==> config.mk <==
export PLATFORM = sky130hd
export DESIGN_NAME = fir_mac_sched_flat
export DESIGN_NICKNAME = d
export VERILOG_FILES = /design/src/rtl/fir_mac_sched_if.sv /design/src/rtl/fir_mac_sched.sv /design/src/flat_wrapper.sv
export SDC_FILE = /design/constraint.sdc
export NUM_CORES = 2
export LEC_CHECK = 0
export ABC_AREA = 1
export CAP_MARGIN = 20
export CORE_MARGIN = 1.5
export CORE_UTILIZATION = 40
export DETAILED_ROUTE_END_ITERATION = 8
export DONT_BUFFER_PORTS = 1
export PLACE_DENSITY = 0.64
export SLEW_MARGIN = 20
export SYNTH_ARGS = -nofsm -noshare
export SYNTH_HDL_FRONTEND = slang
export SYNTH_SLANG_ARGS = --single-unit
==> constraint.sdc <==
create_clock -name main_clk -period 12.45 [get_ports main_clk]
set_clock_uncertainty 0.1 [all_clocks]
set_input_delay 1.8675 -clock main_clk [delete_from_list [all_inputs] [get_ports main_clk]]
set_output_delay 1.8675 -clock main_clk [all_outputs]
set_load 0.02 [all_outputs]
==> src/rtl/fir_mac_sched_if.sv <==
// Signal bundle between the FIR MAC sequencer, the sample source, the
// coefficient ROM and the output consumer. The master side is the
// surrounding system; the slave side is the sequencer itself.
interface fir_mac_sched_if #(
    parameter int NTAPS  = 32,
    parameter int DATA_W = 16
);
    localparam int ADDR_W = $clog2(NTAPS);

    logic                     sample_valid;
    logic signed [DATA_W-1:0] sample_in;
    logic        [ADDR_W-1:0] coef_addr;
    logic signed [DATA_W-1:0] coef_data;
    logic signed [DATA_W-1:0] sample_out;
    logic                     out_valid;
    logic                     busy;
    logic                     overrun;
    logic                     clear_ovr;

    modport master (
        output sample_valid, sample_in, coef_data, clear_ovr,
        input  coef_addr, sample_out, out_valid, busy, overrun
    );

    modport slave (
        input  sample_valid, sample_in, coef_data, clear_ovr,
        output coef_addr, sample_out, out_valid, busy, overrun
    );
endinterface

==> src/rtl/fir_mac_sched.sv <==
// Sequencer for one shared multiply-accumulate unit implementing an NTAPS-tap
// FIR filter. Each new sample is written into a circular delay line, then the
// coefficient ROM is walked one tap per cycle, the sum is saturated to DATA_W
// bits and presented with a one-cycle valid strobe. One extra sample can wait
// in a pending slot while a computation is in flight; further samples are
// dropped and flagged on the sticky overrun bit.
module fir_mac_sched #(
    parameter int NTAPS  = 32,
    parameter int DATA_W = 16
) (
    input  logic           main_clk,
    input  logic           reset,
    fir_mac_sched_if.slave bus
);
    localparam int ADDR_W = $clog2(NTAPS);
    localparam int PROD_W = 2 * DATA_W;
    localparam int ACC_W  = PROD_W + ADDR_W;
    localparam int SHIFT  = DATA_W - 1;
    localparam int SH_W   = ACC_W - SHIFT;

    localparam logic [ADDR_W-1:0]      LAST_TAP = ADDR_W'(NTAPS - 1);
    localparam logic signed [SH_W-1:0] SAT_MAX  = SH_W'((2 ** (DATA_W - 1)) - 1);
    localparam logic signed [SH_W-1:0] SAT_MIN  = SH_W'(-(2 ** (DATA_W - 1)));
    localparam logic [DATA_W-1:0]      OUT_MAX  = {1'b0, {(DATA_W - 1){1'b1}}};
    localparam logic [DATA_W-1:0]      OUT_MIN  = {1'b1, {(DATA_W - 1){1'b0}}};

    typedef enum logic [1:0] {
        S_IDLE,
        S_MAC,
        S_DRAIN,
        S_DONE
    } state_t;

    state_t                   state;
    logic signed [DATA_W-1:0] delay_line [NTAPS];
    logic        [ADDR_W-1:0] wr_ptr;
    logic        [ADDR_W-1:0] k;
    logic signed [ACC_W-1:0]  acc;
    logic                     pend_v;
    logic signed [DATA_W-1:0] pend_data;
    logic signed [DATA_W-1:0] sample_out_q;
    logic                     out_valid_q;
    logic                     busy_q;
    logic                     overrun_q;

    logic        [ADDR_W-1:0] wr_next;
    logic        [ADDR_W-1:0] tap_idx;
    logic        [ADDR_W-1:0] rd_idx;
    logic signed [DATA_W-1:0] rd_sample;
    logic signed [PROD_W-1:0] product;
    logic signed [ACC_W-1:0]  acc_next;
    logic signed [SH_W-1:0]   acc_shift;
    logic signed [DATA_W-1:0] sat_val;
    logic                     is_running;
    logic                     slot_freed;
    logic                     capture;
    logic                     drop;
    logic signed [DATA_W-1:0] start_data;

    assign bus.coef_addr  = k;
    assign bus.sample_out = sample_out_q;
    assign bus.out_valid  = out_valid_q;
    assign bus.busy       = busy_q;
    assign bus.overrun    = overrun_q;

    // Datapath: pick the delay-line sample matching the coefficient now on
    // coef_data, form the product, accumulate and saturate the shifted sum.
    always_comb begin
        // NOTE: every signal assigned here gets a value on every path, so no latch is inferred.
        wr_next   = wr_ptr + 1'b1;
        // coef_data lags coef_addr by one cycle, so in MAC the product belongs
        // to tap k-1; in DRAIN k has stopped at the last tap and is used as is.
        tap_idx   = (state == S_DRAIN) ? k : k - 1'b1;
        rd_idx    = wr_ptr - tap_idx;
        rd_sample = delay_line[rd_idx];
        product   = PROD_W'(bus.coef_data) * PROD_W'(rd_sample);
        acc_next  = acc + ACC_W'(product);
        acc_shift = SH_W'(acc_next >>> SHIFT);
        sat_val   = acc_shift[DATA_W-1:0];
        if (acc_shift > SAT_MAX) begin
            sat_val = OUT_MAX;
        end else if (acc_shift < SAT_MIN) begin
            sat_val = OUT_MIN;
        end
    end

    // Sample-admission control: a pending sample always goes first, and the
    // slot it vacates may be refilled by a sample arriving in the same cycle.
    always_comb begin
        is_running = (state == S_MAC) || (state == S_DRAIN);
        slot_freed = pend_v && ((state == S_IDLE) || (state == S_DONE));
        capture    = bus.sample_valid &&
                     (((state == S_IDLE) && pend_v) || (state == S_DONE) ||
                      (is_running && !pend_v));
        drop       = bus.sample_valid && pend_v && is_running;
        start_data = pend_v ? pend_data : bus.sample_in;
    end

    // Sequencer FSM with delay line, accumulator, pending slot and registered outputs.
    always_ff @(posedge main_clk) begin
        // NOTE: all state here is updated with non-blocking assignments so every
        // read sees the value from before this edge, regardless of statement order.
        if (reset) begin
            state        <= S_IDLE;
            wr_ptr       <= '0;
            k            <= '0;
            acc          <= '0;
            pend_v       <= 1'b0;
            pend_data    <= '0;
            sample_out_q <= '0;
            out_valid_q  <= 1'b0;
            busy_q       <= 1'b0;
            overrun_q    <= 1'b0;
            // NOTE: the delay line is cleared on reset so the first outputs after
            // reset see silence in the older taps instead of stale samples.
            for (int i = 0; i < NTAPS; i++) begin
                delay_line[i] <= '0;
            end
        end else begin
            out_valid_q <= 1'b0;

            // A drop in the same cycle as clear_ovr keeps the flag set.
            if (drop) begin
                overrun_q <= 1'b1;
            end else if (bus.clear_ovr) begin
                overrun_q <= 1'b0;
            end

            if (capture) begin
                pend_v    <= 1'b1;
                pend_data <= bus.sample_in;
            end else if (slot_freed) begin
                pend_v    <= 1'b0;
            end

            case (state)
                S_IDLE: begin
                    if (pend_v || bus.sample_valid) begin
                        delay_line[wr_ptr] <= start_data;
                        acc    <= '0;
                        k      <= '0;
                        busy_q <= 1'b1;
                        state  <= S_MAC;
                    end
                end

                S_MAC: begin
                    if (k != '0) begin
                        acc <= acc_next;
                    end
                    if (k == LAST_TAP) begin
                        state <= S_DRAIN;
                    end else begin
                        k <= k + 1'b1;
                    end
                end

                S_DRAIN: begin
                    acc          <= acc_next;
                    sample_out_q <= sat_val;
                    out_valid_q  <= 1'b1;
                    state        <= S_DONE;
                end

                S_DONE: begin
                    wr_ptr <= wr_next;
                    if (pend_v) begin
                        delay_line[wr_next] <= pend_data;
                        acc   <= '0;
                        k     <= '0;
                        state <= S_MAC;
                    end else begin
                        busy_q <= 1'b0;
                        state  <= S_IDLE;
                    end
                end

                default: begin
                    state <= S_IDLE;
                end
            endcase
        end
    end
endmodule

==> src/flat_wrapper.sv <==
// flat-port wrapper written by rule: the top's interface ports become plain ports
module fir_mac_sched_flat 
#(
    parameter int NTAPS  = 32,
    parameter int DATA_W = 16
)
  (main_clk, reset, bus_sample_valid, bus_sample_in, bus_coef_data, bus_clear_ovr, bus_coef_addr, bus_sample_out, bus_out_valid, bus_busy, bus_overrun);
  fir_mac_sched_if #(.NTAPS(NTAPS), .DATA_W(DATA_W)) bus_i ();
  input  logic main_clk;
  input  logic reset;
  input wire logic [$bits(bus_i.sample_valid)-1:0] bus_sample_valid;
  input wire logic [$bits(bus_i.sample_in)-1:0] bus_sample_in;
  input wire logic [$bits(bus_i.coef_data)-1:0] bus_coef_data;
  input wire logic [$bits(bus_i.clear_ovr)-1:0] bus_clear_ovr;
  output wire logic [$bits(bus_i.coef_addr)-1:0] bus_coef_addr;
  output wire logic [$bits(bus_i.sample_out)-1:0] bus_sample_out;
  output wire logic [$bits(bus_i.out_valid)-1:0] bus_out_valid;
  output wire logic [$bits(bus_i.busy)-1:0] bus_busy;
  output wire logic [$bits(bus_i.overrun)-1:0] bus_overrun;
  assign bus_i.sample_valid = bus_sample_valid;
  assign bus_i.sample_in = bus_sample_in;
  assign bus_i.coef_data = bus_coef_data;
  assign bus_i.clear_ovr = bus_clear_ovr;
  assign bus_coef_addr = bus_i.coef_addr;
  assign bus_sample_out = bus_i.sample_out;
  assign bus_out_valid = bus_i.out_valid;
  assign bus_busy = bus_i.busy;
  assign bus_overrun = bus_i.overrun;
  fir_mac_sched #(.NTAPS(NTAPS), .DATA_W(DATA_W)) u_core (.main_clk(main_clk), .reset(reset), .bus(bus_i));
endmodule
## Yosys cells after proc, flatten, opt, wreduce, memory -nomap -nowiden

Memories as Yosys holds them, arrays and structs flattened.
Index checks and enable logic that the tools add are counted.

- Add/subtract/negate cells: 5
- $mul: 1
- Div/mod/pow operators: 0
- $lt $le $gt $ge: 2
- Equality and inequality tests: 10
- Shift-type cells: 0
- Muxes and demuxes: 40
- Bitwise gates (word level): 0
- Reductions and logical operators: 24

Operator list:

| cell | number |
|---|---|
| $pmux 37 s4 | 1 |
| $mux 37 | 3 |
| $mux 16 | 5 |
| $add 37x32->37 | 1 |
| $mul 16x16->32 | 1 |
| $reduce_or 16->1 | 2 |
| $mux 5 | 6 |
| $gt 22x16->1 const B | 1 |
| $lt 22x16->1 const B | 1 |
| $mux 1 | 20 |
| $pmux 5 s3 | 1 |
| $add 5x1->5 const B | 2 |
| $ne 2x2->1 const B | 5 |
| $pmux 2 s4 | 1 |
| $logic_and 1x1->1 | 6 |
| $reduce_and 3->1 | 2 |
| $reduce_bool 2->1 | 3 |
| $eq 5x5->1 const B | 1 |
| $logic_or 1x1->1 | 5 |
| $reduce_bool 5->1 | 1 |
| $sub 5x1->5 const B | 1 |
| $sub 5x5->5 | 1 |
| $eq 2x2->1 const B | 2 |
| $mux 2 | 2 |
| 8 further kinds | 8 |

- Register bits after elaboration: 85
- Bits in latches: 0
- Memory bits (writable): 512
- Memory bits (read-only): 0
- Input port bits: 36
- Output and inout port bits: 24
- Word-level logic and storage cells: 93
- Memories: 1

Memories:

| name | words | width | read ports | clocked after memory_dff | write ports | RTL line | RTL |
|---|---|---|---|---|---|---|---|
| u_core.delay_line | 32 | 16 | 1 | 0 | 32 | fir_mac_sched.sv:35 | `logic signed [DATA_W-1:0] delay_line [NTAPS];` |

## Logic depth before layout (Yosys ltp)

An unclocked memory read counts as a cell.

- Word-level depth: 9
- Gate-level depth with buffers: 50
- Gate-level depth less buffers: 44

## Worst setup path before layout

OpenSTA, ideal clock, no wires.

- Kind: register to register
- Start: reg u_core.state[0]
- End: reg u_core.sample_out_q[5], in the netlist u_core.bus.sample_out[5]
- Library setup time: 119 ps
- Data arrival time: 8782 ps
- Required time: 12231 ps
- Path slack: 3449 ps
- Stages on the path, launching flop included: 46
- Period minus slack after synthesis: 9001 ps
- Path through: dfxtp_1 inv_1 ha_1 buf_6 clkbuf_1 xnor2_1 ha_1 inv_1 fa_1 inv_1 buf_4 buf_4 clkbuf_1 a21oi_1 a32o_1 nand2_1 o21ai_0 o211ai_1 (+10 left out) inv_1 fa_1 inv_1 fa_1 ha_1 inv_1 nor3_1 inv_1 or2_2 nand3_1 a21oi_1 nand2_1 nand2_1 nand2_1 nand3_1 a21oi_4 buf_4 a21oi_1

- Cells in the longest elaborated chain, start to end: 9
- Elaborated cells on any way between the ends: 10
- Classes of those cells: add/sub (2); mul (1); order compare (2); eq/ne (1); mux (3); memory (1)

Ends and longest elaborated chain:

| what | RTL line | RTL |
|---|---|---|
| start, declared | fir_mac_sched.sv:34 | `state_t state;` |
| start signal, assigned | fir_mac_sched.sv:104 | `state <= S_IDLE;` |
| start signal, assigned | fir_mac_sched.sv:143 | `state <= S_MAC;` |
| start signal, assigned | fir_mac_sched.sv:152 | `state <= S_DRAIN;` |
| $eq 2x2->1 (*) | fir_mac_sched.sv:73, fir_mac_sched.sv:136 |  |
| $mux 5 | fir_mac_sched.sv:73 | `tap_idx = (state == S_DRAIN) ? k : k - 1'b1;` |
| $sub 5x5->5 | fir_mac_sched.sv:74 | `rd_idx = wr_ptr - tap_idx;` |
| $mem_v2 32x16 | n/a |  |
| $mul 16x16->32 | fir_mac_sched.sv:76 | `product = PROD_W'(bus.coef_data) * PROD_W'(rd_sample);` |
| $add 37x32->37 | fir_mac_sched.sv:77 | `acc_next = acc + ACC_W'(product);` |
| $lt 22x16->1 | fir_mac_sched.sv:82 | `end else if (acc_shift < SAT_MIN) begin` |
| $mux 16 | fir_mac_sched.sv:82 |  |
| $mux 16 | fir_mac_sched.sv:80 | `if (acc_shift > SAT_MAX) begin` |
| end signal, assigned | fir_mac_sched.sv:160 | `sample_out_q <= sat_val;` |
| end, declared | fir_mac_sched.sv:41 | `logic signed [DATA_W-1:0] sample_out_q;` |

Mark *: on every way between the ends. The rest lies on a longest branch, timed or not.
A chain may end at the register's enable or synchronous reset.

## Worst setup path after layout

Ends and elaborated chain as after synthesis.

==> flow_metrics.tcl <==
set metrics [dict create \
    min_period_ns 11.12 \
    synth_ff_type "edfxtp_1" \
    num_rows 114 \
    r2r_start "u_core.state[0]$_SDFFE_PP0P_" \
    grt_first_pass_wirelength_um 164000 \
    synth-warning-count 0 \
    drt-initial-drc-count 2415 \
    max_cap_viol_count 0 \
    wl_per_cell_um 19.9 \
    clkSinkCount 597 \
    dieArea_um2 99300 \
    clockRootBuffer "clkbuf_16" \
    track_usage 0.215 \
    syn-num-nets 4660 \
    status "finished clean" \
    setup_violations 0 \
    fp.dieW_um 315 \
    crit_path_end_kind "flip-flop" \
    max_freq_mhz 89.9 \
    vias 28500 \
    cts.reportedPaths.clkPinSlew_ns 0.06 \
    cp_slowest_stage_delay_ns 0.76 \
    core_um2 96600 \
    drv_slew 0 \
    grt_pass1_vias 28200 \
    slew_headroom 0.271 \
    clock_latency_ns 0.61 \
    critical_path.top_delay_family "adder cells" \
    cts.path.max_buffers 3 \
    cts_buffers 66 \
    antenna_found_initial 0 \
    postCtsResizedCells 0 \
    num-nets-final 4537 \
    path_common_cell "inv_1" \
    arrival_ns 11.47 \
    cts_setup_buffers 0 \
    criticalPathCategory "flip-flop to flip-flop" \
    start_util 0.404 \
    dp_hpwl_um 72400 \
    postCtsHoldBufs 0 \
    grt_max_degree 148 \
    dr.pass1.iters 8 \
    worstSetupStartpoint "u_core.state[0]$_SDFFE_PP0P_" \
    cp.required_ns 12.80 \
    synth-edff-count 512 \
    areaGrowthSynthToFinish_pct 7.89 \
    worstMarginPinSlew_ns 1.09 \
    diodes 0 \
    layout_worst_path_cycle_share 0.893 \
    async_reset_ff_frac 0 \
    drive_above_1_share 0.0521 \
    place_congestion 0.936 \
    cts-htree-levels 3 \
    yosysSeqAreaShare 0.438 \
    tns_ns 0 \
    die_h_um 315 \
    cp-start-kind "flip-flop" \
    syn_area_um2 39000 \
    hold_path_startpoint "u_core.acc[0]$_SDFFE_PP0P_" \
    rsz0062_at_grt "no" \
    hold_class "flip-flop to flip-flop" \
    io_pins 60 \
    synthCells 4182 \
    via_per_inst 5.29 \
    grt-ovfl-total 0 \
    cts_tree "built" \
    path_buf_inv 13 \
    worstPathMaxFanout 125 \
    totalWireLength_um 107000 \
    synth-seq-cells 597 \
    drc_errors 0 \
    avgSynthCellArea_um2 9.32 \
    antenna_left 0 \
    hold_viol 0 \
    cp_slowest_cell "fa_1" \
    synth_cell_types 46 \
    port-buffer-count 0 \
]
[per-layer routing]
metal,wire length (um),global-route usage,vias to the layer above,share of wire
li1,-,-,13300,-
met1,43300,0.275,14100,0.40
met2,53300,0.372,971,0.50
met3,7010,0.0334,206,0.066
met4,3350,0.0640,0,0.031
met5,0,0,-,0
[final cells by class]
class                   instances  area (um^2)
well taps                    1276         1600
clock inverters                29          195
repair buffers                 43          385
fillers                      9273        54500
clock buffers                  88         1810
flip-flops and latches        597        17100
multi-input cells            2849        19100
inverters                     502         1900
[cell families (layout without fill, tap and decap cells)]
logic type | count (synthesis) | count (layout) | share of synthesized area
buffers and inverters | 736 | 662 | 0.0782
DFF | 597 | 597 | 0.438
AOI/OAI and AO/OA | 535 | 535 | 0.0865
xor gates and xnor gates | 30 | 30 | 0.00674
muxes | 16 | 16 | 0.00411
adders and majority gates | 442 | 442 | 0.203
and+or+nand+nor | 1826 | 1826 | 0.183
[cells in the final DEF (no fill, tap or decap), types with 5 or more instances in the layout]
master,Yosys,final
clkbuf_16,0,67
edfxtp_1,512,512
inv_2,4,5
inv_1,489,486
ha_1,123,122
a21oi_1,249,249
xnor2_1,9,9
a32oi_1,33,33
clkbuf_8,0,5
clkinv_1,9,20
mux2i_4,0,16
nand2_2,36,37
nand3_1,78,78
a32o_1,58,58
clkbuf_1,110,16
nand2_1,913,912
o211ai_1,59,59
a22oi_1,27,27
xor2_1,21,20
dfxtp_1,85,84
buf_4,6,38
clkinv_2,0,12
nor2_1,767,766
buf_12,0,5
fa_1,319,318
nor3_1,14,14
o21ai_0,89,88
[registers in the layout, summed over array words and instances (netlist names), 2 cells and up]
| register | count |
|---|---|
| u_core.acc | 37 |
| u_core.bus.coef_addr | 5 |
| u_core.bus.sample_out | 16 |
| u_core.delay_line | 512 |
| u_core.pend_data | 16 |
| u_core.state | 2 |
| u_core.wr_ptr | 5 |
[worst reg2reg max path, delay by kind of cell, from the launching register on]
kind | cells | cell delay, ns
buffers and inverters | 13 | 2.66
DFF | 1 | 0.34
adders and majority gates | 9 | 5.09
AOI/OAI and AO/OA | 7 | 1.61
and+or+nand+nor | 9 | 1.20
[Yosys cell counts (all sizes together), types with 15 or more instances]
master  number  area (um^2)
a32o        58          581
a21oi      250         1260
clkbuf     110          413
nand3       81          420
edfxtp     512        15400
a32oi       33          289
buf        124          749
mux2i       16          160
a22oi       27          203
inv        493         1850
nor2       772         2920
o211ai      59          443
ha         123         1540
nor3        15         86.3
nand2      949         3650
o21ai       90          450
xor2        21          184
dfxtp       85         1700
fa         319         6390
[metrics by stage]
stage | area [um^2] | hold slack, ns | std cells | utilization | worst slack (ns)
after floorplan | 39000 | 0.350 | 4182 | - | 3.45
after global placement | 40000 | 0.354 | 5266 | 0.415 | 1.50
after detailed placement | 40000 | 0.357 | 5266 | 0.415 | 1.44
after CTS | 42000 | 0.367 | 5383 | 0.435 | 1.38
after global routing | 42100 | 0.384 | 5384 | 0.436 | 0.613
final | 42100 | 0.366 | 5384 | 0.436 | 1.33
[path summary, 6_finish.rpt]
| check | endpoint | slack, ns | cells past startpoint |
|---|---|---|---|
| setup / recovery | u_core.bus.sample_out[5]$_SDFFE_PP0P_ | 1.33 | 38 |
| hold / removal | u_core.acc[0]$_SDFFE_PP0P_ | 0.37 | 2 |
| setup reg to reg | u_core.bus.sample_out[5]$_SDFFE_PP0P_ | 1.33 | 38 |
| hold reg to reg | u_core.acc[0]$_SDFFE_PP0P_ | 0.37 | 2 |
Power is left out: the tool's default activity adds up to more than one toggle a clock period on the data nets, which glitch-free logic cannot reach.
